File: src/rtl/lcrc_pkg.sv
// Shared types and constants for the LCRC sequence controller.
package lcrc_pkg;

  localparam int unsigned SEQ_W_DEF  = 12;
  localparam int unsigned BEAT_W_DEF = 128;

  localparam logic [1:0] CTRL_SEQ  = 2'b00;
  localparam logic [1:0] CTRL_HI   = 2'b01;
  localparam logic [1:0] CTRL_LO   = 2'b10;
  localparam logic [1:0] CTRL_CALC = 2'b11;

  typedef enum logic [2:0] {
    StIdle,
    StSeq,
    StTlpHi,
    StTlpLo,
    StCalc,
    StHold
  } state_e;

endpackage

File: src/rtl/lcrc_req_arb.sv
// Two-requester grant logic: strict replay priority, or round-robin when LCRC_ARB_RR_EN is defined.
module lcrc_req_arb (
`ifdef LCRC_ARB_RR_EN
  input  logic clk,
  input  logic rst,
  input  logic accept,
`endif
  input  logic new_valid,
  input  logic rpl_valid,
  output logic gnt_new,
  output logic gnt_rpl
);

`ifdef LCRC_ARB_RR_EN
  // Set when replay won the last accepted grant; reset favours replay.
  logic last_rpl_q, last_rpl_d;

  always_comb begin
    gnt_rpl    = rpl_valid && (!new_valid || !last_rpl_q);
    gnt_new    = new_valid && !gnt_rpl;
    last_rpl_d = last_rpl_q;
    if (accept) begin
      last_rpl_d = gnt_rpl;
    end
  end

  always_ff @(posedge clk) begin
    if (rst) begin
      last_rpl_q <= 1'b0;
    end else begin
      last_rpl_q <= last_rpl_d;
    end
  end
`else
  always_comb begin
    gnt_rpl = rpl_valid;
    gnt_new = new_valid && !rpl_valid;
  end
`endif

endmodule

File: src/rtl/lcrc_seq_ctrl.sv
// Sequences fresh/replay TLPs through an external LCRC engine and presents the result.
// Define LCRC_ARB_RR_EN for round-robin arbitration between the two requesters.
module lcrc_seq_ctrl
  import lcrc_pkg::*;
#(
  parameter int unsigned SEQ_W  = SEQ_W_DEF,
  parameter int unsigned BEAT_W = BEAT_W_DEF
) (
  input  logic                  clk,
  input  logic                  rst,

  input  logic                  new_valid,
  output logic                  new_ready,
  input  logic [SEQ_W-1:0]      new_seq,
  input  logic [2*BEAT_W-1:0]   new_data,
  input  logic                  new_len256,

  input  logic                  rpl_valid,
  output logic                  rpl_ready,
  input  logic [SEQ_W-1:0]      rpl_seq,
  input  logic [2*BEAT_W-1:0]   rpl_data,
  input  logic                  rpl_len256,

  output logic [1:0]            lcrc_ctrl,
  output logic                  lcrc_start,
  output logic [BEAT_W-1:0]     lcrc_data,
  output logic                  lcrc_tlp_end,
  output logic                  lcrc_skip_256,

  input  logic [31:0]           lcrc_in,
  input  logic                  lcrc_in_valid,

  output logic                  out_valid,
  input  logic                  out_ready,
  output logic [31:0]           out_lcrc,
  output logic [SEQ_W-1:0]      out_seq,
  output logic                  out_src,

  output logic                  busy
);

  state_e                state_q, state_d;
  logic [SEQ_W-1:0]      seq_q, seq_d;
  logic [2*BEAT_W-1:0]   data_q, data_d;
  logic                  len256_q, len256_d;
  logic                  src_q, src_d;
  logic [31:0]           out_lcrc_q, out_lcrc_d;

  logic [1:0]            ctrl_q, ctrl_d;
  logic                  start_q, start_d;
  logic [BEAT_W-1:0]     ldata_q, ldata_d;
  logic                  tlp_end_q, tlp_end_d;
  logic                  skip_q, skip_d;
  logic                  out_valid_q, out_valid_d;
  logic                  busy_q, busy_d;

  logic                  gnt_new, gnt_rpl;
  logic                  idle;

  assign idle = (state_q == StIdle);

`ifdef LCRC_ARB_RR_EN
  logic arb_accept;
  assign arb_accept = idle && !rst && (new_valid || rpl_valid);
`endif

  lcrc_req_arb u_arb (
`ifdef LCRC_ARB_RR_EN
    .clk       (clk),
    .rst       (rst),
    .accept    (arb_accept),
`endif
    .new_valid (new_valid),
    .rpl_valid (rpl_valid),
    .gnt_new   (gnt_new),
    .gnt_rpl   (gnt_rpl)
  );

  // Ready is combinational so the handshake completes in the IDLE cycle itself.
  assign new_ready = idle && !rst && gnt_new;
  assign rpl_ready = idle && !rst && gnt_rpl;

  always_comb begin
    state_d    = state_q;
    seq_d      = seq_q;
    data_d     = data_q;
    len256_d   = len256_q;
    src_d      = src_q;
    out_lcrc_d = out_lcrc_q;
    unique case (state_q)
      StIdle: begin
        if (gnt_rpl) begin
          seq_d    = rpl_seq;
          data_d   = rpl_data;
          len256_d = rpl_len256;
          src_d    = 1'b1;
          state_d  = StSeq;
        end else if (gnt_new) begin
          seq_d    = new_seq;
          data_d   = new_data;
          len256_d = new_len256;
          src_d    = 1'b0;
          state_d  = StSeq;
        end
      end
      StSeq:   state_d = StTlpHi;
      StTlpHi: state_d = len256_q ? StTlpLo : StCalc;
      StTlpLo: state_d = StCalc;
      StCalc: begin
        if (lcrc_in_valid) begin
          out_lcrc_d = lcrc_in;
          state_d    = StHold;
        end
      end
      StHold: begin
        if (out_ready) begin
          state_d = StIdle;
        end
      end
      default: state_d = StIdle;
    endcase
  end

  // Engine command and status outputs are registered, decoded from the next state.
  always_comb begin
    ctrl_d      = CTRL_SEQ;
    start_d     = 1'b0;
    ldata_d     = '0;
    tlp_end_d   = 1'b0;
    skip_d      = 1'b0;
    out_valid_d = (state_d == StHold);
    busy_d      = (state_d != StIdle);
    unique case (state_d)
      StSeq: begin
        start_d = 1'b1;
        ldata_d = {{(BEAT_W-SEQ_W){1'b0}}, seq_d};
      end
      StTlpHi: begin
        ctrl_d    = CTRL_HI;
        ldata_d   = data_d[2*BEAT_W-1:BEAT_W];
        tlp_end_d = !len256_d;
      end
      StTlpLo: begin
        ctrl_d  = CTRL_LO;
        ldata_d = data_d[BEAT_W-1:0];
      end
      StCalc: begin
        ctrl_d = CTRL_CALC;
        skip_d = !len256_d;
      end
      default: ;
    endcase
  end

  always_ff @(posedge clk) begin
    if (rst) begin
      state_q     <= StIdle;
      seq_q       <= '0;
      data_q      <= '0;
      len256_q    <= 1'b0;
      src_q       <= 1'b0;
      out_lcrc_q  <= '0;
      ctrl_q      <= CTRL_SEQ;
      start_q     <= 1'b0;
      ldata_q     <= '0;
      tlp_end_q   <= 1'b0;
      skip_q      <= 1'b0;
      out_valid_q <= 1'b0;
      busy_q      <= 1'b0;
    end else begin
      state_q     <= state_d;
      seq_q       <= seq_d;
      data_q      <= data_d;
      len256_q    <= len256_d;
      src_q       <= src_d;
      out_lcrc_q  <= out_lcrc_d;
      ctrl_q      <= ctrl_d;
      start_q     <= start_d;
      ldata_q     <= ldata_d;
      tlp_end_q   <= tlp_end_d;
      skip_q      <= skip_d;
      out_valid_q <= out_valid_d;
      busy_q      <= busy_d;
    end
  end

  assign lcrc_ctrl     = ctrl_q;
  assign lcrc_start    = start_q;
  assign lcrc_data     = ldata_q;
  assign lcrc_tlp_end  = tlp_end_q;
  assign lcrc_skip_256 = skip_q;
  assign out_valid     = out_valid_q;
  assign out_lcrc      = out_lcrc_q;
  assign out_seq       = seq_q;
  assign out_src       = src_q;
  assign busy          = busy_q;

endmodule

File: config.mk
export PLATFORM = sky130hd
export DESIGN_NAME = lcrc_seq_ctrl
export DESIGN_NICKNAME = d
export VERILOG_FILES = /design/src/rtl/lcrc_pkg.sv /design/src/rtl/lcrc_req_arb.sv /design/src/rtl/lcrc_seq_ctrl.sv
export SDC_FILE = /design/constraint.sdc
export NUM_CORES = 1
export LEC_CHECK = 0
export ABC_AREA = 1
export CAP_MARGIN = 10
export CORE_AREA = 8 8 289 291
export DETAILED_ROUTE_END_ITERATION = 16
export DIE_AREA = 0 0 297 299
export PLACE_DENSITY_LB_ADDON = 0.05
export SYNTH_ARGS = -nofsm -noshare
export SYNTH_HDL_FRONTEND = slang
export SYNTH_SLANG_ARGS = --single-unit
File: constraint.sdc
create_clock -name clk -period 3.05 [get_ports clk]
set_input_delay 0.61 -clock clk [delete_from_list [all_inputs] [get_ports clk]]
set_output_delay 0.61 -clock clk [all_outputs]
set_load 0.02 [all_outputs]
==> reports/summary.json <==
{
  "status": {"value": "finished, final reports clean"},
  "tritoncts": {"value": "yes"},
  "final_antenna_net_count": {"value": 0},
  "postRouteWirelength": {"value": 93360, "unit": "um"},
  "critical_path_class": {"value": "input pin to output pin"},
  "cts_hold_buffers": {"value": 0},
  "dieWidth": {"value": 297, "unit": "um"},
  "core_area": {"value": 78610, "unit": "um^2"},
  "globalplace.congestion": {"value": 0.8564},
  "p_leak": {"value": 12.45, "unit": "nW"},
  "vdd_ir_drop_max": {"value": 0.4070, "unit": "mV"},
  "critPathMaxFanout": {"value": 61},
  "fillers": {"value": 8428},
  "initial_antenna_violation_count": {"value": 10},
  "post_synth_num_cell_types": {"value": 18},
  "grt_usage": {"value": 19.89, "unit": "%"},
  "clock_insertion_delay_worst_skew": {"value": 0.58, "unit": "ns"},
  "grt_setup_unrepaired": {"value": "false"},
  "endpoints_failing_hold": {"value": 0},
  "drive_gt1_share": {"value": 3.669, "unit": "%"},
  "met2_wirelength": {"value": 45910, "unit": "um"},
  "timing.critical_path.to_type": {"value": "output pin"},
  "fin_crit_sh": {"value": 94.06, "unit": "%"},
  "clock_tree.buffer_depth": {"value": 3},
  "critPathLaunchType": {"value": "input pin"},
  "core.rowCount": {"value": 103},
  "worst_slew_pin_slew": {"value": 1.257, "unit": "ns"},
  "synthToLayoutAreaGrowth": {"value": 51.63, "unit": "%"},
  "cts-buffers-inserted": {"value": 52},
  "syn-mean-instance-area": {"value": 6.583, "unit": "um^2"},
  "h-tree-depth": {"value": 2},
  "via_per_inst": {"value": 4.542},
  "routed_length_per_placed_instance": {"value": 19.94, "unit": "um"},
  "synthesis.nets": {"value": 3543},
  "wl_met3": {"value": 5964, "unit": "um"},
  "ctsResizeCount": {"value": 1},
  "drt-met1-wl": {"value": 38710, "unit": "um"},
  "layout.cells.most_common_list": {"value": "1333 x nand2_1, 753 x clkdlybuf4s50_1, 439 x dfxtp_1"},
  "instances_no_fill": {"value": 4681},
  "first_pass_grt_wire_length": {"value": 138300, "unit": "um"},
  "hpwl_after_detailed_placement": {"value": 67630, "unit": "um"},
  "num_vias": {"value": 21260},
  "netlist_instances": {"value": 2967},
  "remaining_drc_errors": {"value": 0},
  "grt_pass1_vias": {"value": 21780},
  "layout_min_cycle_time": {"value": 2.869, "unit": "ns"},
  "placement.io_buffers": {"value": 757},
  "synth-seq-cells": {"value": 440},
  "grt_start_max_net_pins": {"value": 212},
  "drtIter0Drc": {"value": 969},
  "fin_nets": {"value": 4166},
  "max_clock_freq": {"value": 348.6, "unit": "MHz"},
  "fp.dieArea": {"value": 88800, "unit": "um^2"},
  "critPathArrivalTime": {"value": 2.26, "unit": "ns"},
  "postCtsSetupRepairBufs": {"value": 0},
  "setup_total_negative_slack": {"value": 0, "unit": "ns"},
  "io-pin-count": {"value": 758},
  "max_cap_violations": {"value": 0},
  "ctsRootBufferMaster": {"value": "clkbuf_16"},
  "clkSinkCount": {"value": 440},
  "placed_cells_incl_taps": {"value": 4586},
  "power_density": {"value": 557.9, "unit": "nW/um^2"},
  "yosys_warnings": {"value": 0},
  "total_overflow_reported_by_the_global_router": {"value": 0},
  "required": {"value": 2.44, "unit": "ns"},
  "timing.max_slew.rel_slack": {"value": 16.20, "unit": "%"},
  "setup_violators_final": {"value": 0},
  "fin_skew": {"value": 0.01773, "unit": "ns"},
  "hold_class": {"value": "register to register"},
  "hold-path-cell-count": {"value": 2},
  "initial_core_util": {"value": 24.85, "unit": "%"},
  "synth_seq_area_share": {"value": 45.10, "unit": "%"},
  "first_pass_iters": {"value": 4},
  "place_ws": {"value": 0.1382, "unit": "ns"},
  "finalWorstSetupSlack": {"value": 0.1812, "unit": "ns"},
  "reg2regPathDepth": {"value": 6},
  "cell_area_after_technology_mapping": {"value": 19530, "unit": "um^2"},
  "clkTransAtPathRegs": {"value": 0.05, "unit": "ns"},
  "die_ht": {"value": 299, "unit": "um"},
  "highest-signal-layer": {"value": "met5"},
  "final_common_cell": {"value": "nand2_1"},
  "maxSlewViolCount": {"value": 0}
}
## per-stage QoR
| stage | utilization (%) | total power, mW | hold slack, ns | instance area [um^2] |
|---|---|---|---|---|
| 3_5_place_dp | 35.59 | 10.78 | 0.4355 | 27980 |
| 4_1_cts | 37.66 | 16.84 | 0.4441 | 29600 |
| 6_report | 37.67 | 16.52 | 0.4426 | 29620 |
| 5_1_grt | 37.67 | 17.45 | 0.4583 | 29610 |
| 3_3_place_gp | 35.59 | 10.73 | 0.4324 | 27980 |
| 2_1_floorplan | - | 8.778 | 0.4443 | 19530 |
## final cells by class
cell class,instances,area [um^2],area share (%)
multi-input combinational,2100,9031,30.49
sequential,440,8812,29.75
timing repair buffer,799,8074,27.26
clock buffer,79,1564,5.281
tap,1050,1314,4.436
inverter,197,749.5,2.531
clock inverter,10,57.56,0.1943
antenna,6,15.01,0.05069
## sequential cells by signal, summed over array words and instances (netlist names)
register,flops
lcrc_skip_256,1
lcrc_start,1
lcrc_data,128
state_q,3
lcrc_ctrl,2
out_lcrc,32
lcrc_tlp_end,1
busy,1
out_seq,12
out_src,1
out_valid,1
len256_q,1
data_q,256
## Yosys cell counts
master | n | area [um^2]
nand2_1 | 1333 | 5004
dfxtp_1 | 440 | 8808
a21oi_1 | 417 | 2087
inv_1 | 195 | 732.0
o21ai_0 | 173 | 865.8
clkbuf_1 | 151 | 566.8
nand4_1 | 128 | 800.8
buf_2 | 58 | 290.3
nand3_1 | 29 | 145.1
nor2_1 | 15 | 56.30
buf_4 | 13 | 97.59
buf_1 | 8 | 30.03
inv_2 | 2 | 7.510
a31o_2 | 1 | 8.760
nand2_2 | 1 | 6.260
nor3_1 | 1 | 5.000
nor3_4 | 1 | 16.27
o21ai_1 | 1 | 5.000
## routing by layer
metal / track usage [%] / up-vias
met1: 23.58 / 9868
met5: 0 / -
met3: 5.249 / 111
met4: 6.318 / 4
li1: - / 10690
met2: 34.86 / 582
## critical path, cell delays in order
cell             delay [ns]
clkdlybuf4s50_1        0.50
nand2_8                0.21
buf_4                  0.55
nor2_1                 0.13
buf_4                  0.19
## report_power, final
| part | total, mW | switching, mW | internal [mW] |
|---|---|---|---|
| Combinational | 4.07 | 2.47 | 1.60 |
| Sequential | 6.51 | 0.212 | 6.30 |
| Clock | 5.94 | 2.44 | 3.50 |
| Total | 16.5 | 5.12 | 11.4 |
## cells by family after synthesis
logic type	count (synthesis)	synth area share (%)
flip-flops	440	45.10
AO/OA/AOI/OAI	592	15.19
AND/OR/NAND/NOR	1508	30.89
buffers and inverters	427	8.827
## worst paths after layout
kind	from	end	slack [ns]
setup / recovery	new_valid	new_ready	0.18
hold / removal	out_lcrc[4]	out_lcrc[4]	0.44
setup reg to reg	state_q[2]	lcrc_data[31]	0.75
hold reg to reg	out_lcrc[4]	out_lcrc[4]	0.44
No activity file was read; power rests on OpenSTA's default activity.
